`src/rtl/render_pkg.sv`:
```
// Shared types for the render frame sequencer: camera location payload and sequencer states.
package render_pkg;

   localparam int unsigned CAMERA_LOC_W = 30;
   localparam int unsigned TRI_CNT_W    = 6;
   localparam int unsigned FRAME_CNT_W  = 8;

   typedef struct packed {
      logic [8:0]        angle;
      logic signed [6:0] x;
      logic signed [6:0] y;
      logic signed [6:0] z;
   } camera_loc_t;

   typedef enum logic [2:0] {
      IDLE,
      CLEAR,
      LAUNCH,
      WAIT_TRI,
      RASTER,
      DRAIN,
      DONE
   } seq_state_t;

endpackage

```
`src/rtl/render_frame_sequencer_addr_sweep.sv`:
```
// addr_sweep: walks addr 0..count-1, one address per cycle, after a start pulse.
module addr_sweep #(
   parameter int unsigned ADDRW = 12
) (
   input  logic             clk,
   input  logic             rst_n,
   input  logic             start,
   input  logic [ADDRW:0]   count,
   output logic [ADDRW-1:0] addr,
   output logic             active,
   output logic             last
);

   // last is precomputed one cycle ahead so it is high together with the final address
   always_ff @(posedge clk or negedge rst_n) begin
      if (!rst_n) begin
         addr   <= '0;
         active <= 1'b0;
         last   <= 1'b0;
      end else if (start) begin
         addr   <= '0;
         active <= (count != '0);
         last   <= (count == (ADDRW+1)'(1));
      end else if (active) begin
         if (last) begin
            addr   <= '0;
            active <= 1'b0;
            last   <= 1'b0;
         end else begin
            addr   <= addr + ADDRW'(1);
            last   <= ((ADDRW+1)'({1'b0, addr}) + (ADDRW+1)'(2)) == count;
         end
      end
   end

endmodule

```
`src/rtl/render_frame_sequencer.sv`:
```
// Frame sequencer: clears the render buffer, launches projection, waits for triangles,
// rasterisation and z-buffer drain. Optional watchdog enabled by RENDER_WATCHDOG_EN.
module render_frame_sequencer
   import render_pkg::*;
#(
   parameter int unsigned SIZE           = 64,
   parameter int unsigned ADDRW          = 12,
   parameter int unsigned TRI_COUNT      = 2,
   parameter int unsigned DRAIN_CYCLES   = 8,
   parameter int unsigned TIMEOUT_CYCLES = 65535
) (
   input  logic                    clk,
   input  logic                    rst_n,
   input  logic                    frame_start,
   input  logic [CAMERA_LOC_W-1:0] camera_loc,
   input  logic                    model_valid,
   input  logic                    raster_busy,
   input  logic                    zbuf_valid,
   output logic                    clear_we,
   output logic                    clear_z,
   output logic [ADDRW-1:0]        clear_addr,
   output logic                    loc_valid,
   output logic [CAMERA_LOC_W-1:0] loc_out,
   output logic                    busy,
   output logic                    frame_done,
   output logic [FRAME_CNT_W-1:0]  frame_count,
   output logic                    overrun,
   output logic                    timeout
);

   localparam int unsigned PIXELS  = SIZE * SIZE;
   localparam int unsigned DRAIN_W = $clog2(DRAIN_CYCLES + 1);
   localparam logic [ADDRW:0] SWEEP_COUNT = (ADDRW+1)'(PIXELS);

   // Elaboration-time parameter sanity
   if (PIXELS > (1 << ADDRW) || TIMEOUT_CYCLES == 0) begin : g_bad_params
      $error("render_frame_sequencer: ADDRW too small for SIZE*SIZE or TIMEOUT_CYCLES is zero");
   end

   seq_state_t             state, state_d;
   camera_loc_t            loc_q;
   logic [TRI_CNT_W-1:0]   tri_q, tri_d, tri_now;
   logic [DRAIN_W-1:0]     drain_q, drain_d, idle_now;
   logic                   sweep_start_c;
   logic                   accept_c;
   logic                   sweep_active;
   logic                   sweep_last;
   logic [ADDRW-1:0]       sweep_addr;

`ifdef RENDER_WATCHDOG_EN
   localparam int unsigned WD_W = $clog2(TIMEOUT_CYCLES + 1);
   logic [WD_W-1:0] wd_q, wd_d;
   logic            wd_expire_c;
   logic            timeout_q;
`endif

   addr_sweep #(
      .ADDRW (ADDRW)
   ) u_sweep (
      .clk    (clk),
      .rst_n  (rst_n),
      .start  (sweep_start_c),
      .count  (SWEEP_COUNT),
      .addr   (sweep_addr),
      .active (sweep_active),
      .last   (sweep_last)
   );

   assign clear_we   = sweep_active;
   assign clear_z    = sweep_active;
   assign clear_addr = sweep_addr;
   assign loc_out    = loc_q;

   // Next-state and counter updates
   always_comb begin
      state_d       = state;
      tri_d         = tri_q;
      drain_d       = drain_q;
      sweep_start_c = 1'b0;
      accept_c      = 1'b0;
      tri_now       = tri_q + TRI_CNT_W'(model_valid);
      idle_now      = zbuf_valid ? '0 : drain_q + DRAIN_W'(1);
`ifdef RENDER_WATCHDOG_EN
      wd_d          = wd_q;
      wd_expire_c   = 1'b0;
`endif

      case (state)
         IDLE: begin
            if (frame_start) begin
               state_d       = CLEAR;
               sweep_start_c = 1'b1;
               accept_c      = 1'b1;
            end
         end
         CLEAR: begin
            if (sweep_last) state_d = LAUNCH;
         end
         LAUNCH: begin
            tri_d   = TRI_CNT_W'(model_valid);
            state_d = WAIT_TRI;
         end
         WAIT_TRI: begin
            tri_d = tri_now;
            if (tri_now >= TRI_CNT_W'(TRI_COUNT)) state_d = RASTER;
         end
         RASTER: begin
            // the cycle that sees raster_busy low already counts toward the drain window
            if (!raster_busy) begin
               state_d = DRAIN;
               drain_d = zbuf_valid ? '0 : DRAIN_W'(1);
            end
         end
         DRAIN: begin
            drain_d = idle_now;
            if (idle_now >= DRAIN_W'(DRAIN_CYCLES)) state_d = DONE;
         end
         DONE: begin
            state_d = IDLE;
         end
         default: begin
            state_d = IDLE;
         end
      endcase

`ifdef RENDER_WATCHDOG_EN
      case (state)
         LAUNCH: wd_d = '0;
         WAIT_TRI, RASTER, DRAIN: begin
            wd_d = wd_q + WD_W'(1);
            if (wd_d >= WD_W'(TIMEOUT_CYCLES)) begin
               wd_expire_c = 1'b1;
               state_d     = DONE;
            end
         end
         default: ;
      endcase
`endif
   end

   // State register and registered outputs
   always_ff @(posedge clk or negedge rst_n) begin
      if (!rst_n) begin
         state       <= IDLE;
         tri_q       <= '0;
         drain_q     <= '0;
         loc_q       <= '0;
         loc_valid   <= 1'b0;
         busy        <= 1'b0;
         frame_done  <= 1'b0;
         frame_count <= '0;
         overrun     <= 1'b0;
      end else begin
         state      <= state_d;
         tri_q      <= tri_d;
         drain_q    <= drain_d;
         loc_valid  <= (state_d == LAUNCH);
         busy       <= (state_d != IDLE);
         frame_done <= (state_d == DONE);
         if (accept_c) loc_q <= camera_loc_t'(camera_loc);
         if (state_d == DONE) frame_count <= frame_count + FRAME_CNT_W'(1);
         if (frame_start && state != IDLE) overrun <= 1'b1;
      end
   end

`ifdef RENDER_WATCHDOG_EN
   // Watchdog counter and sticky abort flag
   always_ff @(posedge clk or negedge rst_n) begin
      if (!rst_n) begin
         wd_q      <= '0;
         timeout_q <= 1'b0;
      end else begin
         wd_q <= wd_d;
         if (wd_expire_c) timeout_q <= 1'b1;
      end
   end

   assign timeout = timeout_q;
`else
   assign timeout = 1'b0;
`endif

endmodule

```
`config.mk`:
```
export PLATFORM = sky130hd
export DESIGN_NAME = render_frame_sequencer
export DESIGN_NICKNAME = d
export VERILOG_FILES = /design/src/rtl/render_pkg.sv /design/src/rtl/render_frame_sequencer_addr_sweep.sv /design/src/rtl/render_frame_sequencer.sv
export SDC_FILE = /design/constraint.sdc
export NUM_CORES = 1
export LEC_CHECK = 0
export ABC_AREA = 0
export BUFFER_PORTS_ARGS = -buffer_cell sky130_fd_sc_hd__buf_4
export CAP_MARGIN = 5
export CORE_ASPECT_RATIO = 0.75
export CORE_MARGIN = 2
export CORE_UTILIZATION = 55
export DETAILED_ROUTE_END_ITERATION = 12
export PLACE_DENSITY = 0.86
export SYNTH_ARGS = -nofsm -noshare
export SYNTH_HDL_FRONTEND = slang
export SYNTH_SLANG_ARGS = --single-unit
export TNS_END_PERCENT = 100
```
`constraint.sdc`:
```
create_clock -name clk -period 2.6 [get_ports clk]
set_input_delay 0.13 -clock clk [delete_from_list [all_inputs] [get_ports clk]]
set_output_delay 0.13 -clock clk [all_outputs]
set_load 0.005 [all_outputs]
```
### Word-level counts from Yosys, hierarchy flattened

Cells that the tools add are included.

* input port bits: 36
* register bits: 69
* output and inout bits: 57
* logic and storage cells: 61

* reductions and logical operators: 8
* mux-type cells: 22
* add/subtract/negate cells: 5
* equality and inequality tests: 9
* $lt $le $gt $ge: 2

Operator list (number)
* 12-bit 2-to-1 mux: 3
* 3-bit one-hot mux with 6 select lines: 1
* 3-bit 2-to-1 mux: 5
* 12-bit by 2-bit adder with 13-bit output (second input constant): 1
* 13-bit == test (second input constant): 1
* 12-bit by 1-bit adder with 12-bit output (second input constant): 1
* 6-bit one-hot mux with 2 select lines: 1
* 3-bit by 2-bit == test with 1-bit output (second input constant): 3
* 3-bit == test (second input constant): 3
* 1-bit 2-to-1 mux: 9
* 8-bit by 1-bit adder with 8-bit output (second input constant): 1
* 4-bit 2-to-1 mux: 2
* 4-bit one-hot mux with 2 select lines: 1
* 6-bit by 1-bit adder with 6-bit output: 1
* 6-bit by 2-bit greater-or-equal comparator with 1-bit output (second input constant): 1
* 2-bit nonzero test: 3
* 3-bit nonzero test: 2
* 4-bit by 1-bit adder with 4-bit output (second input constant): 1
* 4-bit greater-or-equal comparator (second input constant): 1
* 3-bit by 1-bit == test with 1-bit output (second input constant): 1
* 3-bit logical NOT: 1
* 2-bit != test (second input constant): 1
* 2-bit AND reduction: 1
* 1-bit logical AND: 1

### Longest topological paths before layout

* depth after elaboration: 6
* gate-level depth with buffers: 7
* mapped depth without buffers: 6

### Hierarchy

From an unflattened synthesis, not the netlist that was laid out.

* cells, all modules: 337
* area total of the unflattened synthesis: 3708.6 sq um

By module, submodules not included
* render_frame_sequencer: area an instance 2553.7 sq um, times used 1, seq. area each 1376.3 sq um, cells each 192
* addr_sweep: area an instance 1154.9 sq um, times used 1, seq. area each 350.3 sq um, cells each 145

### Worst setup path before layout

Ideal clock, no wire load.

* path type: register to register
* start point: reg u_sweep.addr[0]
* end point: reg u_sweep.addr[10]
* cell stages (with the launch flop): 6
* path buffers: 0
* setup slack: 845 ps
* period minus slack after synthesis: 1755 ps
* arrival time: 1686 ps
* setup time: 69 ps
* data required time: 2531 ps
* cells stage by stage: dfrtp_1 > ha_1 > nand3_1 > or3_1 > or4_1 > nand3_1

* word-level cells in the longest chain between the ends: 4

Ends and longest elaborated chain
* from (decl): RTL line render_frame_sequencer_addr_sweep.sv:9 `output logic [ADDRW-1:0] addr,`
* from (signal assigned): RTL line render_frame_sequencer_addr_sweep.sv:30 `addr <= addr + ADDRW'(1);`
* 12-bit by 1-bit adder with 12-bit output: RTL line render_frame_sequencer_addr_sweep.sv:30
* 12-bit 2-to-1 mux: RTL line render_frame_sequencer_addr_sweep.sv:25 `if (last) begin`
* 12-bit 2-to-1 mux: RTL line render_frame_sequencer_addr_sweep.sv:24 `end else if (active) begin`
* 12-bit 2-to-1 mux: RTL line render_frame_sequencer_addr_sweep.sv:20 `end else if (start) begin`

Every way passes these cells. The select of a mux whose other input is x is not followed.
A chain may end at the register's enable or synchronous reset.

### Worst setup path after layout

* start point: reg state[0]
* end point: reg frame_count[1]

* word-level cells in the longest chain between the ends: 3
* elaborated cells on any way between the ends: 13
* those cells by class: eq/ne: 6; mux: 6; reduce/logical: 1

Ends and longest elaborated chain
* from (decl): RTL line render_frame_sequencer.sv:40 `seq_state_t state, state_d;`
* from (signal assigned): RTL line render_frame_sequencer.sv:154 `state <= state_d;`
* 3-bit == test (tied with other cells): RTL line render_frame_sequencer.sv:88 `case (state)`
* 3-bit one-hot mux with 6 select lines (*): RTL line render_frame_sequencer.sv:88
* 3-bit == test (*): RTL line render_frame_sequencer.sv:161 `if (state_d == DONE) frame_count <= frame_count + FRAME_CNT_W'(1);`
* to (signal assigned): RTL line render_frame_sequencer.sv:161
* to (decl): RTL line render_frame_sequencer.sv:26 `output logic [FRAME_CNT_W-1:0] frame_count,`

Mark *: on every way between the ends. The rest lies on a longest branch, timed or not.

==> results.tsv <==
stage	metric	value	unit
run_status	status	finished, final reports clean	
cells_and_area	diodes	0	
critical_path	crit_type	reg -> reg	
synth	yosysWarnings	0	
power_and_ir_drop	irDropWorstVdd	546.5	uV
synth	synth_cell_types	47	
power_and_ir_drop	swShare	0.3102	
synth	ys_ff_latch	69	
synth	syn_area_per_cell	11.30	um2
global_route	grt_max_degree	70	
synth	syn-cell-area	0.003187	mm2
synth	synthArstFlopShare	1.000	
timing	fin_crit	2.031	ns
timing	clock-skew-final	0.006337	ns
drt	drc	0	
critical_path	start_kind	register	
synth	synthXorXnorAreaFrac	0.02199	
critical_path	required	2.82	ns
clock_network	root_buffer	clkbuf_8	
timing	whs	0.02229	ns
drt	routedWlPerCell	15.23	um
hold_path	hold_class	in -> reg	
cells_and_area	syn2layout_area_growth	29.25	%
clock_network	clk_latency	0.33	ns
global_route	grt_pass1_vias	2348	
critical_path	slowest_delay	0.63	ns
drt	initialDrtViolationCount	136	
power_and_ir_drop	seqPwrFrac	0.447	
timing	hold_violations	0	
cells_and_area	final_net_count	416	
synth	synth_top_family_by_area	simple AND/OR/NAND/NOR gates	
cells_and_area	final_cell_mix	buf_4, dfrtp_1, mux2_2, nand2_1, o21ai_0	
critical_path	critPathArrivalTime	2.25	ns
synth	ys_seq_area_frac	0.5418	
power_and_ir_drop	power_frac_comb	0.303	
critical_path	crit_slowest_cell	dfrtp_1	
cells_and_area	drive_above_1_share	0.3757	
critical_path	cp-end-kind	register	
critical_path	crit_fanout	13	
synth	synth_edf_count	0	
clock_network	numCtsBuffers	9	
cells_and_area	final_common_cell	buf_4	
cells_and_area	seq_area	0.001727	mm2
floorplan	die_w	91.90	um
timing	worst_slew_margin_rel	0.4291	
cells_and_area	multi_input_area	0.001356	mm2
clock_network	clkSinkCount	69	
placed_design	dp_hpwl	4.828	mm
drt	vias	2494	
timing	max_freq	0.4924	GHz
floorplan	die_y	69.92	um
drt	vias_per_cell	5.506	
synth	synth_mux_area_frac	0.1221	
synth	syn_inst	282	
floorplan	rows	23	
timing	fin_crit_sh	0.7811	
placed_design	gp_congestion	0.8756	
synth	yosys.area_share.simple	0.1504	
global_route	grt_first_pass_wirelength	11.20	mm
synth	synth_compound_area_frac	0.09973	
clock_network	ctsLongestPathBuffers	2	
clock_network	cts_resized	0	
global_route	gr-total-overflow	0	
placed_design	io_buffers	91	
clock_network	cts_tree	built	
timing	worst_slew_pin_slew	0.8563	ns
clock_network	path_clk_slew	0.07	ns
critical_path	path_cells	nor2b_1 -> and2_1 -> and2_0 -> mux2_1	
timing	rsz0062_at_grt	false	
timing	drv_slew	0	
cells_and_area	layout.cells.non_filler	453	
floorplan	start_util	0.5828	
power_and_ir_drop	power_density	892.6	mW/mm2
cells_and_area	fill_cells	385	
synth	synth_flop_cell	dfrtp_1	
synth	syn_nets	325	
power_and_ir_drop	power.share.clock	0.249	
floorplan	io_pins	93	
power_and_ir_drop	p_leak	1.988	nW
drt	wl	6.898	mm
drt	firstDrtPassIters	4	
floorplan	die-area	0.006425	mm2
timing	setup_viol	0	
global_route	grt_usage	0.2203	
power_and_ir_drop	p_sw	1.141	mW
synth	synth_fa_ha_area_frac	0.02748	
global_route	antenna_found_initial	0	
power_and_ir_drop	p_int	2.536	mW
timing	tns	0	ns
drt	antenna_left	0	
placed_design	place_inst	436	
clock_network	cts_max_level	3	
floorplan	core_region_area	0.005468	mm2
job	drv_cap	0	
-- sequential cells by signal (all words and copies together), names as in the netlist --
name	count
busy	1
drain_q	4
frame_count	8
frame_done	1
loc_out	30
loc_valid	1
overrun	1
state	3
tri_q	6
u_sweep.active	1
u_sweep.addr	12
u_sweep.last	1
-- Yosys cell counts, types with 2 or more instances --
master	number	area share
nor2_1	11	0.013
mux2i_1	4	0.013
buf_6	2	0.0071
nand2b_1	4	0.0079
mux2_2	30	0.11
or3_1	2	0.0039
and4_1	2	0.0055
a21o_1	6	0.014
inv_1	4	0.0047
a21oi_1	11	0.017
o32ai_1	2	0.0055
buf_4	6	0.014
nand3_1	16	0.025
nand2_1	25	0.029
xnor2_1	7	0.019
and3_1	2	0.0039
or4_1	2	0.0047
nand4_1	5	0.0098
and2_1	2	0.0039
buf_2	2	0.0031
nor3_1	8	0.013
o21ai_0	18	0.028
dfrtp_1	69	0.54
nor4_1	3	0.0059
nor2b_1	2	0.0039
a22o_1	5	0.014
ha_1	7	0.027
o31ai_1	3	0.0071
clkbuf_1	4	0.0047
-- worst paths after layout --
path	slack, ns	cells past startpoint	start	end
worst min register to register	0.47	1	frame_count[7]	frame_count[7]
max in group asynchronous	1.60	2	rst_n	loc_out[19]
worst max-delay path	0.57	4	state[0]	frame_count[1]
worst max register to register	0.57	4	state[0]	frame_count[1]
worst min-delay path	0.02	2	camera_loc[25]	loc_out[25]
min in group asynchronous	0.44	2	rst_n	tri_q[5]
-- power groups by stage --
stage	Sequential, mW	Clock, mW	Combinational (mW)
6_report	1.64	0.916	1.12
5_1_grt	1.69	0.982	1.23
4_1_cts	1.64	0.942	1.12
3_5_place_dp	1.65	0	1.12
3_3_place_gp	1.63	0	1.08
2_1_floorplan	1.60	0	0.575
-- stage by stage --
step             util  power [mW]  setup WS, ns  instance area, um2
6_report       0.7533       3.677        0.5692                4119
5_1_grt        0.7533       3.908        0.3645                4119
4_1_cts        0.7533       3.707        0.5911                4119
3_5_place_dp   0.7128       2.768        0.6006                3897
3_3_place_gp   0.7128       2.712        0.6805                3897
2_1_floorplan       -       2.178        0.8455                3187
-- layer usage --
metal / up-vias / wire length [um] / global-route usage
met1: 1184 / 3090 / 0.2984
met5: - / 0 / 0
met3: 16 / 505 / 0.07551
li1: 1194 / - / -
met2: 100 / 3190 / 0.3374
met4: 0 / 112 / 0.06965
-- logic make-up after synthesis --
group / count (synthesis)
flip-flops: 69
multiplexers: 35
buffers and inverters: 19
XOR/XNOR: 8
other: 1
adder cells (fa/ha/maj): 7
AND/OR/NAND/NOR: 92
AO/OA/AOI/OAI: 51
-- area by class of cell --
| cell class | count | area share |
|---|---|---|
| Timing Repair Buffer | 95 | 0.1738 |
| Inverter | 4 | 0.003645 |
| Sequential cell | 69 | 0.4192 |
| Tap cell | 75 | 0.02278 |
| Clock inverter | 3 | 0.01033 |
| Multi-Input combinational cell | 194 | 0.3293 |
| Clock buffer | 13 | 0.04101 |
-- critical path: cells and delay by family (launching register included) --
family / cells / cell delay (ns)
multiplexers: 1 / 0.35
AND/OR/NAND/NOR: 3 / 0.93
flip-flops: 1 / 0.63
-- timing repair --
item                                   in CTS  in global routing
setup endpoints to repair                   0                  0
hold buffers                                1                  0
endpoints found under the hold margin      69                  0
setup buffers                               0                  0
Power figures use the tool's default switching activity.
